**config.mk**
```make
export PLATFORM = sky130hd
export DESIGN_NAME = addsub_seq_flat
export DESIGN_NICKNAME = d
export VERILOG_FILES = /design/src/rtl/addsub_seq_if.sv /design/src/rtl/addsub_seq.sv /design/src/flat_wrapper.sv
export SDC_FILE = /design/constraint.sdc
export NUM_CORES = 1
export LEC_CHECK = 0
export CORE_MARGIN = 4
export CORE_UTILIZATION = 45
export CTS_BUF_LIST = sky130_fd_sc_hd__clkbuf_4 sky130_fd_sc_hd__clkbuf_8
export CTS_CLUSTER_SIZE = 24
export DETAILED_ROUTE_END_ITERATION = 12
export PLACE_DENSITY_LB_ADDON = 0.3
export SETUP_SLACK_MARGIN = 0.3
export SYNTH_ARGS = -nofsm -noshare
export SYNTH_HDL_FRONTEND = slang
export SYNTH_SLANG_ARGS = --single-unit
```
**constraint.sdc**
```tcl
create_clock -name clk -period 2 [get_ports clk]
set_input_delay 0.6 -clock clk [delete_from_list [all_inputs] [get_ports clk]]
set_output_delay 0.6 -clock clk [all_outputs]
set_load 0.1 [all_outputs]
```
**src/rtl/addsub_seq_if.sv**
```systemverilog
// Operand/result bundle for the chunked adder/subtractor.
// The master side issues start, mode, a, b and cin; the slave side returns
// the status strobes, the result and the flags.
interface addsub_seq_if #(
    parameter int WIDTH = 10
);
    logic             start;
    logic [1:0]       mode;
    logic [WIDTH-1:0] a;
    logic [WIDTH-1:0] b;
    logic             cin;
    logic             busy;
    logic             done;
    logic [WIDTH-1:0] sum;
    logic             cout;
    logic             ovf;
    logic             zero;
    logic             neg;

    modport master (
        output start, mode, a, b, cin,
        input  busy, done, sum, cout, ovf, zero, neg
    );

    modport slave (
        input  start, mode, a, b, cin,
        output busy, done, sum, cout, ovf, zero, neg
    );
endinterface

```
**src/rtl/addsub_seq.sv**
```systemverilog
// Multi-cycle adder/subtractor: operands are captured on start and summed
// CHUNK bits per clock, least-significant chunk first, through one
// CHUNK-bit carry chain. Results and flags update only on completion.
module addsub_seq #(
    parameter int WIDTH = 10,
    parameter int CHUNK = 2
) (
    input  logic        clk,
    input  logic        rst,
    addsub_seq_if.slave bus
);
    localparam int SAFE_CHUNK = (CHUNK < 1) ? 1 : CHUNK;
    localparam int NCHUNK     = WIDTH / SAFE_CHUNK;
    localparam int CNT_W      = (NCHUNK > 1) ? $clog2(NCHUNK) : 1;
    localparam logic [CNT_W-1:0] LAST_CNT = CNT_W'(NCHUNK - 1);

    if ((CHUNK < 1) || (CHUNK > WIDTH) || ((WIDTH % SAFE_CHUNK) != 0)) begin : g_param_check
        $error("addsub_seq: CHUNK must divide WIDTH and lie in 1..WIDTH");
    end

    typedef enum logic [1:0] {
        ST_IDLE = 2'd0,
        ST_BUSY = 2'd1,
        ST_DONE = 2'd2
    } state_t;

    state_t           state_r;
    state_t           state_next_s;
    logic [CNT_W-1:0] cnt_r;
    logic             carry_r;
    logic [WIDTH-1:0] a_r;
    logic [WIDTH-1:0] b_r;
    logic [WIDTH-1:0] res_r;
    logic [WIDTH-1:0] res_next_s;
    logic [CHUNK:0]   chunk_sum_s;
    logic             capture_s;
    logic             last_s;
    logic             carry_init_s;
    logic             msb_cin_s;

    logic             busy_r;
    logic             done_r;
    logic [WIDTH-1:0] sum_r;
    logic             cout_r;
    logic             ovf_r;
    logic             zero_r;
    logic             neg_r;

    // Initial carry of the chain: 0 for ADD, 1 for SUB, cin for ADC/SBC.
    always_comb begin
        carry_init_s = 1'b0;
        case (bus.mode)
            2'b00:   carry_init_s = 1'b0;
            2'b01:   carry_init_s = bus.cin;
            2'b10:   carry_init_s = 1'b1;
            2'b11:   carry_init_s = bus.cin;
            default: carry_init_s = 1'b0;
        endcase
    end

    // One chunk of the add; operand registers shift down so the low chunk is always current.
    always_comb begin
        chunk_sum_s = {1'b0, a_r[CHUNK-1:0]} + {1'b0, b_r[CHUNK-1:0]}
                    + {{CHUNK{1'b0}}, carry_r};
        // Carry into the MSB recovered from its sum bit; only meaningful on the final chunk.
        msb_cin_s   = a_r[CHUNK-1] ^ b_r[CHUNK-1] ^ chunk_sum_s[CHUNK-1];
        // New chunk enters at the top; after NCHUNK steps the first chunk reaches bit 0.
        res_next_s  = (res_r >> CHUNK) | (WIDTH'(chunk_sum_s[CHUNK-1:0]) << (WIDTH - CHUNK));
    end

    // Capture and last-chunk qualifiers; start is only honoured in IDLE or DONE.
    always_comb begin
        capture_s = bus.start && ((state_r == ST_IDLE) || (state_r == ST_DONE));
        last_s    = (state_r == ST_BUSY) && (cnt_r == LAST_CNT);
    end

    // Next-state logic of the IDLE/BUSY/DONE sequencer.
    always_comb begin
        state_next_s = state_r;
        case (state_r)
            ST_IDLE: begin
                if (bus.start) state_next_s = ST_BUSY;
                else           state_next_s = ST_IDLE;
            end
            ST_BUSY: begin
                if (last_s) state_next_s = ST_DONE;
                else        state_next_s = ST_BUSY;
            end
            ST_DONE: begin
                if (bus.start) state_next_s = ST_BUSY;
                else           state_next_s = ST_IDLE;
            end
            default: state_next_s = ST_IDLE;
        endcase
    end

    // State register with registered busy/done decoded from the next state.
    always_ff @(posedge clk) begin
        if (rst) begin
            state_r <= ST_IDLE;
            busy_r  <= 1'b0;
            done_r  <= 1'b0;
        end else begin
            state_r <= state_next_s;
            busy_r  <= (state_next_s == ST_BUSY);
            done_r  <= (state_next_s == ST_DONE);
        end
    end

    // Operand capture, chunk iteration and final result/flag write.
    always_ff @(posedge clk) begin
        if (rst) begin
            a_r     <= {WIDTH{1'b0}};
            b_r     <= {WIDTH{1'b0}};
            res_r   <= {WIDTH{1'b0}};
            carry_r <= 1'b0;
            cnt_r   <= {CNT_W{1'b0}};
            sum_r   <= {WIDTH{1'b0}};
            cout_r  <= 1'b0;
            ovf_r   <= 1'b0;
            zero_r  <= 1'b0;
            neg_r   <= 1'b0;
        end else if (capture_s) begin
            a_r     <= bus.a;
            b_r     <= bus.mode[1] ? ~bus.b : bus.b;
            res_r   <= {WIDTH{1'b0}};
            carry_r <= carry_init_s;
            cnt_r   <= {CNT_W{1'b0}};
        end else if (state_r == ST_BUSY) begin
            a_r     <= a_r >> CHUNK;
            b_r     <= b_r >> CHUNK;
            res_r   <= res_next_s;
            carry_r <= chunk_sum_s[CHUNK];
            cnt_r   <= cnt_r + CNT_W'(1);
            if (last_s) begin
                sum_r  <= res_next_s;
                cout_r <= chunk_sum_s[CHUNK];
                ovf_r  <= msb_cin_s ^ chunk_sum_s[CHUNK];
                zero_r <= (res_next_s == {WIDTH{1'b0}});
                neg_r  <= res_next_s[WIDTH-1];
            end
        end
    end

    assign bus.busy = busy_r;
    assign bus.done = done_r;
    assign bus.sum  = sum_r;
    assign bus.cout = cout_r;
    assign bus.ovf  = ovf_r;
    assign bus.zero = zero_r;
    assign bus.neg  = neg_r;
endmodule
```
**src/flat_wrapper.sv**
```systemverilog
// flat-port wrapper written by rule: the top's interface ports become plain ports
module addsub_seq_flat 
#(
    parameter int WIDTH = 10,
    parameter int CHUNK = 2
)
  (clk, rst, bus_start, bus_mode, bus_a, bus_b, bus_cin, bus_busy, bus_done, bus_sum, bus_cout, bus_ovf, bus_zero, bus_neg);
  addsub_seq_if #(.WIDTH(WIDTH)) bus_i ();
  input  logic clk;
  input  logic rst;
  input wire logic [$bits(bus_i.start)-1:0] bus_start;
  input wire logic [$bits(bus_i.mode)-1:0] bus_mode;
  input wire logic [$bits(bus_i.a)-1:0] bus_a;
  input wire logic [$bits(bus_i.b)-1:0] bus_b;
  input wire logic [$bits(bus_i.cin)-1:0] bus_cin;
  output wire logic [$bits(bus_i.busy)-1:0] bus_busy;
  output wire logic [$bits(bus_i.done)-1:0] bus_done;
  output wire logic [$bits(bus_i.sum)-1:0] bus_sum;
  output wire logic [$bits(bus_i.cout)-1:0] bus_cout;
  output wire logic [$bits(bus_i.ovf)-1:0] bus_ovf;
  output wire logic [$bits(bus_i.zero)-1:0] bus_zero;
  output wire logic [$bits(bus_i.neg)-1:0] bus_neg;
  assign bus_i.start = bus_start;
  assign bus_i.mode = bus_mode;
  assign bus_i.a = bus_a;
  assign bus_i.b = bus_b;
  assign bus_i.cin = bus_cin;
  assign bus_busy = bus_i.busy;
  assign bus_done = bus_i.done;
  assign bus_sum = bus_i.sum;
  assign bus_cout = bus_i.cout;
  assign bus_ovf = bus_i.ovf;
  assign bus_zero = bus_i.zero;
  assign bus_neg = bus_i.neg;
  addsub_seq #(.WIDTH(WIDTH), .CHUNK(CHUNK)) u_core (.clk(clk), .rst(rst), .bus(bus_i));
endmodule
```
==> Flow_metrics.wiki <==
{| class="wikitable"
! Metric !! Value
|-
| Run status || complete, no violations
|-
| Max clock buf depth || 2
|-
| Total power density per cell area || between 600 and 700 nW/um^2
|-
| Stage delay of the slowest cell on the critical path || 0.60 ns
|-
| Mean Syn Cell Area || 8.94 um^2
|-
| Maximum number of pins on one net before global-route repair || 19
|-
| Synthesis-to-layout area growth || 33.1%
|-
| Worst IR drop on VDD || between 0.3 and 0.4 mV
|-
| Clock latency on the worst-skew pair || approximately 0.31 ns
|-
| Total standard cell area after synthesis || 2190 um^2
|-
| Most instantiated flip-flop cell in the synthesis netlist || dfxtp_1
|-
| CP Launch Type || flip-flop
|-
| Number of levels in the clock H-tree || 2
|-
| Cells after synthesis || ~250
|-
| Standard cell with the maximum stage delay on the critical path || fa_2
|-
| Required @ worst endpoint || 2.20 ns
|-
| Dominant cell type by count on the critical path || fa_2
|-
| Clock Sinks || just under 50
|-
| Root cell of the clock tree || clkbuf_8
|-
| Number of global-route vias before repair || between 1500 and 2000
|-
| Cell leakage power || around 1.1 nW
|-
| Family of cells with the greatest summed delay on the critical path || adder cells
|-
| Fmax achieved || around 540 MHz
|-
| Remaining Overflow, GRT || 0
|-
| Async set-reset flop share out of synthesis || 0
|-
| Max-Slew Margin vs Limit || 0.651
|-
| WL per Instance || ~13 um
|-
| Count of flip-flops with a built-in enable after synthesis || 0
|-
| Post-layout utilization of the core || 0.617
|-
| Synthesis Warnings || 0
|-
| Count of unresolved DRC violations after routing || 0
|-
| Top library cells by usage in the layout, fill and taps aside || dfxtp_1, nand2_1, a21oi_1, clkdlybuf4s50_1, nor2_1
|-
| Weighted congestion reported at the end of routability-driven placement || 0.765
|-
| Post-detailed-route count of antenna-violating nets || 0
|-
| Clock Skews || 0.00835 ns
|-
| Via Count || roughly 1800
|-
| Largest area contributor in the netlist || dfxtp_1
|-
| Cell-by-cell trace of the critical path || inv_2, fa_2, fa_2, xnor2_2, xnor2_1, a21o_1
|-
| Port Buffer Count || 41
|-
| Crit path time final || ~1.8 ns
|-
| Number of library cell types mapped by synthesis || 37
|-
| Initial core utilization || 0.464
|-
| Number of core rows || 25
|-
| Fraction of final layout cells sized beyond drive strength 1 || 0.213
|-
| DRT Pass-1 Iters || 4
|-
| Slew of the pin with the lowest slew margin || 0.520 ns
|-
| Crit share post-route || 0.919
|-
| Final Hold Viols || 0
|-
| Most frequent standard cell in the layout excluding fill and tap cells || dfxtp_1
|-
| Register area share after synthesis || 0.448
|-
| Post-layout nets || between 300 and 400
|-
| Total global-route track usage || 0.157
|-
| Global-route wire length before repair || 7.56 mm
|-
| Total count of max-transition violations in the final report || 0
|-
| Wirelength, routed || 4.49 mm
|-
| Chip width || 77.8 um
|-
| Yosys reg bits || 49
|-
| Start-to-end type of the worst setup path || reg -> reg
|-
| Placeable core area || around 4700 um^2
|-
| Buf/Inv on CP || 1
|-
| Clock tree from TritonCTS || done
|-
| Maximum fanout count along the critical path || 4
|-
| Max-cap violation count || 0
|-
| Final-layout setup total negative slack || 0 ns
|-
| Worst hold path type || reg -> reg
|-
| Final count of negative-setup-slack endpoints || 0
|-
| Placed wire-length estimate || around 3.2 mm
|-
| Initial antenna violation count || 0
|-
| Net count after synthesis || around 280
|-
| Main area contributors after synthesis || dfxtp_1, nand2_1, a21oi_1, xor2_1, a22oi_1
|-
| Antenna cell count || 0
|-
| Height of the die || ~78 um
|-
| Unrepaired setup endpoints after global routing || true
|-
| Clk slew on worst S/H paths || ~0.090 ns
|-
| Via density || between 5 and 6
|-
| Hold buffers post-CTS || 0
|-
| Cts bufs inserted || 5
|-
| Total I/O pin count || 42
|-
| Iteration-0 DRC Markers || slightly below 70
|-
| Area share of the largest cell type after synthesis || 0.448
|-
| Worst Setup End Kind || flip-flop
|-
| Die area || roughly 6000 um^2
|-
| CP Data Arrival Time || 2.04 ns
|}
## timing repair
| action | 4_1_cts | 5_1_grt |
|---|---|---|
| setup endpoints to repair | 2 | 3 |
| pin swaps | 4 | 0 |
| buffers inserted | 1 | 1 |
| gates resized for setup | 2 | 1 |
| cloned | 0 | 0 |
## tightest hold or removal path: cells and delay by family (launching register included)
kind	cells	cell delay, ns
and+or+nand+nor	1	0.06
DFF	1	0.32
AOI/OAI and AO/OA	1	0.06
## metal layers
metal	wire length, um	global-route usage
met4	59	0.0641
met5	0	0
met2	2210	0.254
met3	248	0.0383
met1	1980	0.198
## final timing paths
path,from,end,slack (ns),depth (start not counted)
max,u_core.b_r[0],u_core.bus.ovf,0.16,6
min,u_core.b_r[3],u_core.b_r[3],0.47,2
max reg2reg,u_core.b_r[0],u_core.bus.ovf,0.16,6
min reg2reg,u_core.b_r[3],u_core.b_r[3],0.47,2
## sequential cells by signal (all words and copies together), names as in the netlist
| register | flops |
|---|---|
| u_core.bus.ovf | 1 |
| u_core.bus.cout | 1 |
| u_core.b_r | 10 |
| u_core.bus.zero | 1 |
| u_core.a_r | 10 |
| u_core.state_r | 2 |
| u_core.carry_r | 1 |
| u_core.res_r | 8 |
| u_core.bus.done | 1 |
| u_core.cnt_r | 3 |
| u_core.bus.busy | 1 |
| u_core.bus.sum | 10 |
## synthesized netlist by cell type (2+ instances only)
library cell,n
a311oi_2,4
a211oi_2,4
a21oi_1,29
nand3b_1,2
xnor2_1,3
a22oi_1,9
buf_6,5
nor4_1,2
nor2_1,17
nand2_2,4
xor2_1,11
nor3_1,4
fa_1,2
nand2b_1,3
clkbuf_1,4
mux2i_1,2
nand3_1,11
inv_1,7
ha_1,3
a311oi_1,2
buf_4,5
buf_2,7
dfxtp_1,49
nand2_1,43
## stage by stage
| stage | setup WS, ns | std cells | hold WS, ns | instance area, um^2 | total power, mW |
|---|---|---|---|---|---|
| floorplan | 0.214 | 245 | 0.444 | 2210 | 1.31 |
| global placement | 0.194 | 344 | 0.452 | 2800 | 1.40 |
| detailed placement | 0.149 | 344 | 0.462 | 2800 | 1.41 |
| CTS | 0.162 | 353 | 0.475 | 2910 | 2.04 |
| global route | 0.103 | 354 | 0.496 | 2920 | 2.12 |
| finish | 0.163 | 354 | 0.474 | 2920 | 2.03 |
## power breakdown
group / internal (mW) / total, mW / leakage [nW] / switching [mW]
clock network: 0.287 / 0.629 / 0.0518 / 0.342
logic: 0.175 / 0.351 / 0.601 / 0.176
registers: 1.02 / 1.05 / 0.401 / 0.0303
## cell type report
cell class	count	area, um^2
Tap cell	67	83.8
Clock buffer	6	82.6
Fill cell	393	1810
Timing Repair Buffer	56	683
Multi-Input combinational cell	167	1040
Sequential cell	49	986
Inverter	7	26.3
Clock inverter	2	17.5
## cells by family (layout without fill, tap and decap cells)
logic type | after synthesis | count (layout) | share of synthesized area
AOI/OAI and AO/OA | 52 | 52 | 0.168
xor gates and xnor gates | 14 | 14 | 0.0560
adders and majority gates | 5 | 5 | 0.0354
buffers and inverters | 29 | 71 | 0.0845
DFF | 49 | 49 | 0.448
muxes | 3 | 3 | 0.0143
and+or+nand+nor | 93 | 93 | 0.194
Power figures use the tool's default switching activity.
